[config.mk]
export PLATFORM = sky130hd
export DESIGN_NAME = uart_rx_cfg
export DESIGN_NICKNAME = d
export VERILOG_FILES = /design/src/rtl/uart_rx_cfg.sv
export SDC_FILE = /design/constraint.sdc
export NUM_CORES = 1
export LEC_CHECK = 0
export BUFFER_PORTS_ARGS = -buffer_cell sky130_fd_sc_hd__buf_4
export CAP_MARGIN = 25
export CORE_MARGIN = 2
export CORE_UTILIZATION = 25
export DETAILED_ROUTE_END_ITERATION = 16
export PLACE_DENSITY = 0.38
export SYNTH_ARGS = -nofsm -noshare
export SYNTH_HDL_FRONTEND = slang
export SYNTH_SLANG_ARGS = --single-unit
[constraint.sdc]
create_clock -name sys_clk -period 3.7 [get_ports sys_clk]
set_input_delay 0.74 -clock sys_clk [delete_from_list [all_inputs] [get_ports sys_clk]]
set_output_delay 0.74 -clock sys_clk [all_outputs]
set_load 0.1 [all_outputs]
[src/rtl/uart_rx_cfg.sv]
// Oversampled UART receiver with a configurable frame format.
// The receiver synchronises the line and rejects false starts.
// It reports parity, framing and break errors with each published word.
module uart_rx_cfg #(
  parameter int SYSCLK_F  = 24000000,
  parameter int BAUDRATE  = 500000,
  parameter int DATA_W    = 8,
  parameter int PARITY    = 0,
  parameter int STOP_BITS = 1
) (
  input  logic              sys_clk,
  input  logic              rst,
  input  logic              en,
  input  logic              RX_LINE,
  output logic [DATA_W-1:0] DATA,
  output logic              DATA_RDY_STROBE,
  output logic              PARITY_ERR,
  output logic              FRAME_ERR,
  output logic              BREAK_DET,
  output logic              BUSY
);

  localparam int CYC_PER_BIT = SYSCLK_F / BAUDRATE;
  localparam int HALF        = CYC_PER_BIT / 2;
  localparam int CNT_W       = $clog2(CYC_PER_BIT + 1);
  localparam int IDX_W       = $clog2(DATA_W + 1);

  typedef enum logic [2:0] {
    S_IDLE, S_START, S_DATA, S_PARITY, S_STOP, S_PUBLISH, S_WAIT_HI
  } state_t;

  state_t             state_q, state_d;
  logic               rx_m_q, rx_s_q, rx_p_q;
  logic [CNT_W-1:0]   cnt_q, cnt_d;
  logic [IDX_W-1:0]   idx_q, idx_d;
  logic [DATA_W-1:0]  shr_q, shr_d;
  logic               par_q, par_d;
  logic               facc_q, facc_d;
  logic               zero_q, zero_d;
  logic [DATA_W-1:0]  data_q, data_d;
  logic               perr_q, perr_d;
  logic               ferr_q, ferr_d;
  logic               brk_q, brk_d;
  logic               bit_tick;

  // Two-flop synchroniser plus one delay stage for falling-edge detection
  always_ff @(posedge sys_clk or posedge rst) begin
    if (rst) begin
      rx_m_q <= 1'b1;
      rx_s_q <= 1'b1;
      rx_p_q <= 1'b1;
    end else begin
      rx_m_q <= RX_LINE;
      rx_s_q <= rx_m_q;
      rx_p_q <= rx_s_q;
    end
  end

  // State, counters, frame accumulators and published outputs
  always_ff @(posedge sys_clk or posedge rst) begin
    if (rst) begin
      state_q <= S_IDLE;
      cnt_q   <= '0;
      idx_q   <= '0;
      shr_q   <= '0;
      par_q   <= 1'b0;
      facc_q  <= 1'b0;
      zero_q  <= 1'b0;
      data_q  <= '0;
      perr_q  <= 1'b0;
      ferr_q  <= 1'b0;
      brk_q   <= 1'b0;
    end else begin
      state_q <= state_d;
      cnt_q   <= cnt_d;
      idx_q   <= idx_d;
      shr_q   <= shr_d;
      par_q   <= par_d;
      facc_q  <= facc_d;
      zero_q  <= zero_d;
      data_q  <= data_d;
      perr_q  <= perr_d;
      ferr_q  <= ferr_d;
      brk_q   <= brk_d;
    end
  end

  assign bit_tick = (cnt_q == CNT_W'(CYC_PER_BIT - 1));

  // Next-state logic: sample at bit centres and publish after the last stop bit
  always_comb begin
    state_d = state_q;
    cnt_d   = cnt_q;
    idx_d   = idx_q;
    shr_d   = shr_q;
    par_d   = par_q;
    facc_d  = facc_q;
    zero_d  = zero_q;
    data_d  = data_q;
    perr_d  = perr_q;
    ferr_d  = ferr_q;
    brk_d   = brk_q;
    case (state_q)
      S_IDLE: begin
        if (en && rx_p_q && !rx_s_q) begin
          state_d = S_START;
          cnt_d   = '0;
        end
      end
      S_START: begin
        if (cnt_q == CNT_W'(HALF)) begin
          if (rx_s_q) begin
            state_d = S_IDLE;
          end else begin
            state_d = S_DATA;
            cnt_d   = '0;
            idx_d   = '0;
            par_d   = 1'b0;
            facc_d  = 1'b0;
            zero_d  = 1'b1;
          end
        end else begin
          cnt_d = cnt_q + CNT_W'(1);
        end
      end
      S_DATA: begin
        if (bit_tick) begin
          cnt_d  = '0;
          shr_d  = {rx_s_q, shr_q[DATA_W-1:1]};
          par_d  = par_q ^ rx_s_q;
          zero_d = zero_q & ~rx_s_q;
          if (idx_q == IDX_W'(DATA_W - 1)) begin
            idx_d   = '0;
            state_d = (PARITY != 0) ? S_PARITY : S_STOP;
          end else begin
            idx_d = idx_q + IDX_W'(1);
          end
        end else begin
          cnt_d = cnt_q + CNT_W'(1);
        end
      end
      S_PARITY: begin
        if (bit_tick) begin
          cnt_d   = '0;
          par_d   = par_q ^ rx_s_q;
          zero_d  = zero_q & ~rx_s_q;
          state_d = S_STOP;
        end else begin
          cnt_d = cnt_q + CNT_W'(1);
        end
      end
      S_STOP: begin
        if (bit_tick) begin
          cnt_d  = '0;
          facc_d = facc_q | ~rx_s_q;
          zero_d = zero_q & ~rx_s_q;
          if (idx_q == IDX_W'(STOP_BITS - 1)) begin
            // Outputs load on entry so they are valid during the strobe cycle
            state_d = S_PUBLISH;
            idx_d   = '0;
            data_d  = shr_q;
            perr_d  = (PARITY == 1) ? ~par_q : ((PARITY == 2) ? par_q : 1'b0);
            ferr_d  = facc_d;
            brk_d   = zero_d;
          end else begin
            idx_d = idx_q + IDX_W'(1);
          end
        end else begin
          cnt_d = cnt_q + CNT_W'(1);
        end
      end
      S_PUBLISH: begin
        state_d = ferr_q ? S_WAIT_HI : S_IDLE;
      end
      S_WAIT_HI: begin
        if (rx_s_q) state_d = S_IDLE;
      end
      default: state_d = S_IDLE;
    endcase
  end

  assign DATA            = data_q;
  assign PARITY_ERR      = perr_q;
  assign FRAME_ERR       = ferr_q;
  assign BREAK_DET       = brk_q;
  assign DATA_RDY_STROBE = (state_q == S_PUBLISH);
  assign BUSY            = (state_q != S_IDLE);

endmodule
==> flow_summary.yaml, run 1 <==
finish:
  drive_gt1_frac: 0.268
  multiInputGateArea_um2: 843
  ff_latch_area_um2: 905
  utilization: 0.296
  n_antenna_cell: 0
  final_cells: 278
  final_area_mm2: 0.00212
  n_fill_cell: 771
  nets: 186
  syn2layout_area_growth_pct: 16.4
floorplanning:
  start_util: 0.255
  core_mm2: 0.00714
  io_pins: 17
  fp-row-count: 31
  die_y_um: 89.3
  dieWidth_um: 89.3
  die_area_mm2: 0.00797
synthesis:
  async_reset_ff_frac: 1.00
  synth_flop_cell: "dfrtp_1"
  syn-cell-area_mm2: 0.00182
  yosysTopAreaCell: "dfrtp_1"
  synth_nets: 172
  synth_area_per_cell_um2: 11.1
  yosysUniqueCellTypes: 52
  ys_ff_latch: 36
  synth_warnings: 0
  synth_edf_count: 0
  synth_top_area_frac: 0.454
  ys_seq_area_frac: 0.498
  ys_top_cells_by_area: "dfrtp_1 (45%), mux2_2 (11%), dfstp_2 (4.3%)"
  netlist_instances: 164
worst_setup_path:
  r2r_slack_ns: 1.40
  start_kind: "flip-flop"
  end_kind: "flip-flop"
  cp_max_fo: 16
  worstPathRequired_ns: 3.87
  rr_startpoint: "state_q[2]"
  r2r_cells: 3
  crit-reg2reg-capture: "DATA[3]"
  crit_arrival_ns: 2.46
  worst-setup-path-type: "reg -> reg"
timing:
  max_freq_mhz: 436
  finalSetupTns_ns: 0
  finalHoldViolations: 0
  whs_ns: 0.357
  finalCritPeriodShare: 0.620
  setup_viol: 0
  slew_headroom: 0.597
  tightest_slew_ns: 0.602
  fin_skew_ns: 0.00739
  rsz0062_at_grt: "no"
  drv_slew: 0
  fin_crit_ns: 2.30
global_routing:
  overflow: 0
  grtUsageTotal: 0.108
  grt_max_degree: 37
  antenna_found_initial: 0
  grt_first_pass_wirelength_um: 6520
  grt_pass1_vias: 1272
clocking:
  cts_buffers: 5
  cts_tree: "built"
  post_cts_resized: 0
  cts.sinks: 36
  insertion_delay_ns: 0.29
  clock-root-buffer: "clkbuf_8"
  h-tree-depth: 2
  post-cts-setup-buffer-count: 0
  cts.reportedPaths.clkPinSlew_ns: 0.07
  clk_path_buf_depth: 2
  ctsHoldBuffers: 0
worst_hold_path:
  hold_class: "reg -> reg"
  hold_start: "rx_m_q"
  min_delay_worst_endpoint: "rx_s_q"
  whs_path_depth: 0
routing:
  wire_per_inst_um: 13.8
  vias_per_cell: 4.64
  firstDrtPassIters: 4
  drt_wl_total_um: 3840
  drc: 0
  drtAntennaViolNets: 0
  drtIter0Drc: 64
  vias: 1290
place:
  dpl.cell_count: 270
  hpwl_um: 2700
  globalplace.congestion: 0.774
  io_buffer_count: 15
  dpl-instance-area_mm2: 0.00202
power:
  p_leak_nw: 0.970
  peakVddDrop_mv: 0.192
  pwr_density_cell_mw_per_mm2: 335
flow_run:
  cap_viol_max_count: 0
run_status:
  outcome: "finished clean"
registers in the layout, summed over array words and instances (netlist names):
signal,count
rx_m_q,1
FRAME_ERR,1
BREAK_DET,1
rx_s_q,1
shr_q,8
facc_q,1
state_q,3
zero_q,1
DATA,8
idx_q,4
rx_p_q,1
cnt_q,6
layer usage:
layer | vias up | wire length (um) | GRT usage
met5 | - | 0 | 0
met4 | 0 | 54 | 0.0407
met3 | 5 | 168 | 0.0305
met2 | 22 | 1750 | 0.163
met1 | 640 | 1870 | 0.147
li1 | 623 | - | -
where the power goes:
group	internal [mW]	switching, mW	total, mW
sequential	0.396	0.00183	0.398
combinational	0.00378	0.0138	0.0176
clock	0.151	0.141	0.293
worst max-delay path by stage:
stage / start / endpoint / slack [ns] / cells after the start
finish: state_q[2] / DATA[3] / 1.40 / 3
global route: state_q[2] / DATA[3] / 1.11 / 3
CTS: state_q[2] / DATA[3] / 1.34 / 3
detailed placement: state_q[2] / DATA[3] / 1.36 / 3
global placement: state_q[2] / DATA[5] / 1.43 / 3
floorplan: state_q[2] / DATA_RDY_STROBE / 1.44 / 2
cells in the final DEF, fill, tap and decap left out, drive strengths merged, types with 4 or more instances in the layout:
cell type / count
dfrtp: 33
mux2: 18
buf: 16
nand2: 9
inv: 8
o21ai: 7
clkbuf: 7
nand3: 6
nand2b: 4
ha: 4
worst max-delay path: stages (launching register included):
cell     delay [ns]
dfrtp_1        0.60
nor3b_1        0.50
nand4_1        0.60
mux2_2         0.47
kinds of logic (layout without fill, tap and decap cells):
logic type                 after synthesis  count (layout)  share of synthesized area
AOI/OAI and AO/OA                       35              35                      0.137
xor gates and xnor gates                 1               1                    0.00482
adders and majority gates                4               4                     0.0275
buffers and inverters                   17              32                     0.0385
DFF                                     36              36                      0.498
muxes                                   20              20                      0.125
other                                    1               1                    0.00206
and+or+nand+nor                         50              50                      0.168
per-stage QoR:
step	setup slack, ns	power (mW)
final	1.40	0.708
after global routing	1.11	0.745
after CTS	1.34	0.723
after detailed placement	1.36	0.424
after global placement	1.43	0.424
after floorplan	1.44	0.418
cell type report:
class                           count  area share
Tap cell                           99      0.0585
Clock inverter                      1     0.00355
Sequential cell                    36       0.428
Clock buffer                        7      0.0408
Inverter                            8      0.0142
Timing Repair Buffer               16      0.0568
Multi-Input combinational cell    111       0.399
synthesized netlist by cell type (all sizes together), types with 2 or more instances:
cell	count
mux2i	2
a22oi	3
nand3b	3
clkbuf	6
buf	3
and2	2
o21ai	7
nor3b	3
a31oi	2
nor2b	3
a211oi	2
mux2	18
and3	3
ha	4
inv	8
nand4b	2
nor2	3
dfrtp	33
nand3	6
a21oi	3
a221o	2
a21o	3
nand2	9
nand2b	4
or3b	2
nand4	2
dfstp	3
or3	3
Power figures use the tool's default switching activity.
==> run 2, diff against run 1 <==
==> constraint.sdc (replaced) <==
create_clock -name sys_clk -period 2.25 [get_ports sys_clk]
set_input_delay 0.45 -clock sys_clk [delete_from_list [all_inputs] [get_ports sys_clk]]
set_output_delay 0.45 -clock sys_clk [all_outputs]
set_load 0.1 [all_outputs]
==> run 2 against run 1 <==
Clock power rose by 60%. Die area is the same. Maximum frequency rose by 14%. Clock skew is 0.0034 ns lower. Global-route usage rose by 0.18 points. Flip-flop and latch count did not move. Cell count grew 3.2%. Power increased by 63%. Utilization increased by 0.95 points. Register-to-register slack lost 1.2 ns. Critical path type unchanged.
==> flow_summary.yaml, run 2 (synthesis results as in run 1) <==
run_status:
  outcome: "finished clean"
routing:
  wire_per_inst_um: 13.7
  drc: 0
  vias: 1307
  vias_per_cell: 4.55
  drtAntennaViolNets: 0
  drtIter0Drc: 50
  firstDrtPassIters: 4
  drt_wl_total_um: 3930
worst_hold_path:
  whs_path_depth: 1
  hold_class: "in -> reg"
clocking:
  cts.sinks: 36
  cts_tree: "built"
  post_cts_resized: 0
  cts.reportedPaths.clkPinSlew_ns: 0.07
  h-tree-depth: 2
  ctsHoldBuffers: 0
  clk_path_buf_depth: 2
  insertion_delay_ns: 0.28
  post-cts-setup-buffer-count: 0
  cts_buffers: 5
  clock-root-buffer: "clkbuf_8"
worst_setup_path:
  crit_arrival_ns: 2.18
  worstPathRequired_ns: 2.41
  end_kind: "flip-flop"
  cp_slowest_stage_delay_ns: 0.54
  crit_family: "simple AND/OR/NAND/NOR gates"
  r2r_cells: 4
  start_kind: "flip-flop"
  path_cells: "or3b_1 > or4_1 > and3_4 > mux2_4"
  crit_buf_inv: 0
  worst-setup-path-type: "reg -> reg"
  cp_max_fo: 6
  path_depth: 4
  cp_slowest_cell: "or4_1"
flow_run:
  cap_viol_max_count: 0
place:
  globalplace.congestion: 0.777
  pre_cts_slack_ns: 0.255
  io_buffer_count: 15
  hpwl_um: 2850
timing:
  finalCritPeriodShare: 0.898
  fin_crit_ns: 2.02
  finalSetupTns_ns: 0
  drv_slew: 0
  rsz0062_at_grt: "no"
  max_freq_mhz: 495
  setup_viol: 0
  fin_skew_ns: 0.00395
  worst_slack_ns: 0.230
  whs_ns: 0.273
  finalHoldViolations: 0
finish:
  n_antenna_cell: 0
  nets: 195
  utilization: 0.306
  n_fill_cell: 774
  drive_gt1_frac: 0.303
  final_cell_mix: "dfrtp_1 (33), buf_4 (25), mux2_2 (17), nand2_1 (9), inv_1 (8)"
  syn2layout_area_growth_pct: 20.1
  final_common_cell: "dfrtp_1"
global_routing:
  grtUsageTotal: 0.110
  overflow: 0
  antenna_found_initial: 0
  grt_pass1_vias: 1400
  grt_max_degree: 37
  grt_first_pass_wirelength_um: 6730
power:
  peakVddDrop_mv: 0.315
  p_leak_nw: 1.01
  pwr_density_cell_mw_per_mm2: 528
floorplanning:
  die_area_mm2: 0.00797
  core_mm2: 0.00714
  fp-row-count: 31
  io_pins: 17
  die_y_um: 89.3
  dieWidth_um: 89.3
  start_util: 0.255
## run 2: cell count changes in the layout (fill, tap and decap cells not counted)
cell | previous run | this run
buf_4 | 16 | 25
## run 2: where the power goes
group | internal (mW) | leakage (nW) | switching, mW
clock network | 0.249 | 0.0445 | 0.221
logic | 0.00621 | 0.483 | 0.0223
registers | 0.652 | 0.484 | 0.00358
total | 0.907 | 1.01 | 0.246
## run 2: final timing paths
check,startpoint,endpoint,slack (ns)
max reg2reg,state_q[2],idx_q[0],0.23
min,RX_LINE,rx_m_q,0.27
max in group asynchronous,rst,rx_p_q,1.64
max,state_q[2],idx_q[0],0.23
min in group asynchronous,rst,cnt_q[5],0.28
min reg2reg,rx_m_q,rx_s_q,0.36
## run 2: layer usage
metal	up-vias	track usage	part of all wire
li1	637	-	-
met1	645	0.138	0.48
met2	20	0.180	0.47
met3	5	0.0323	0.038
met4	0	0.0380	0.010
met5	-	0	0
## run 2: layout make-up
cell class	instances	area [um^2]	area share
clock buffers	7	86.3	0.0395
flip-flops and latches	36	905	0.414
repair buffers	25	188	0.0860
clock inverters	1	7.51	0.00344
well taps	99	124	0.0567
inverters	8	30.0	0.0138
multi-input cells	111	843	0.386
## run 2: metrics by stage
step | std cells | instance area (um^2) | power [mW]
after CTS | 287 | 2180 | 1.18
after detailed placement | 279 | 2090 | 0.698
after floorplan | 164 | 1820 | 0.687
after global routing | 287 | 2180 | 1.22
final | 287 | 2180 | 1.15
after global placement | 279 | 2090 | 0.697
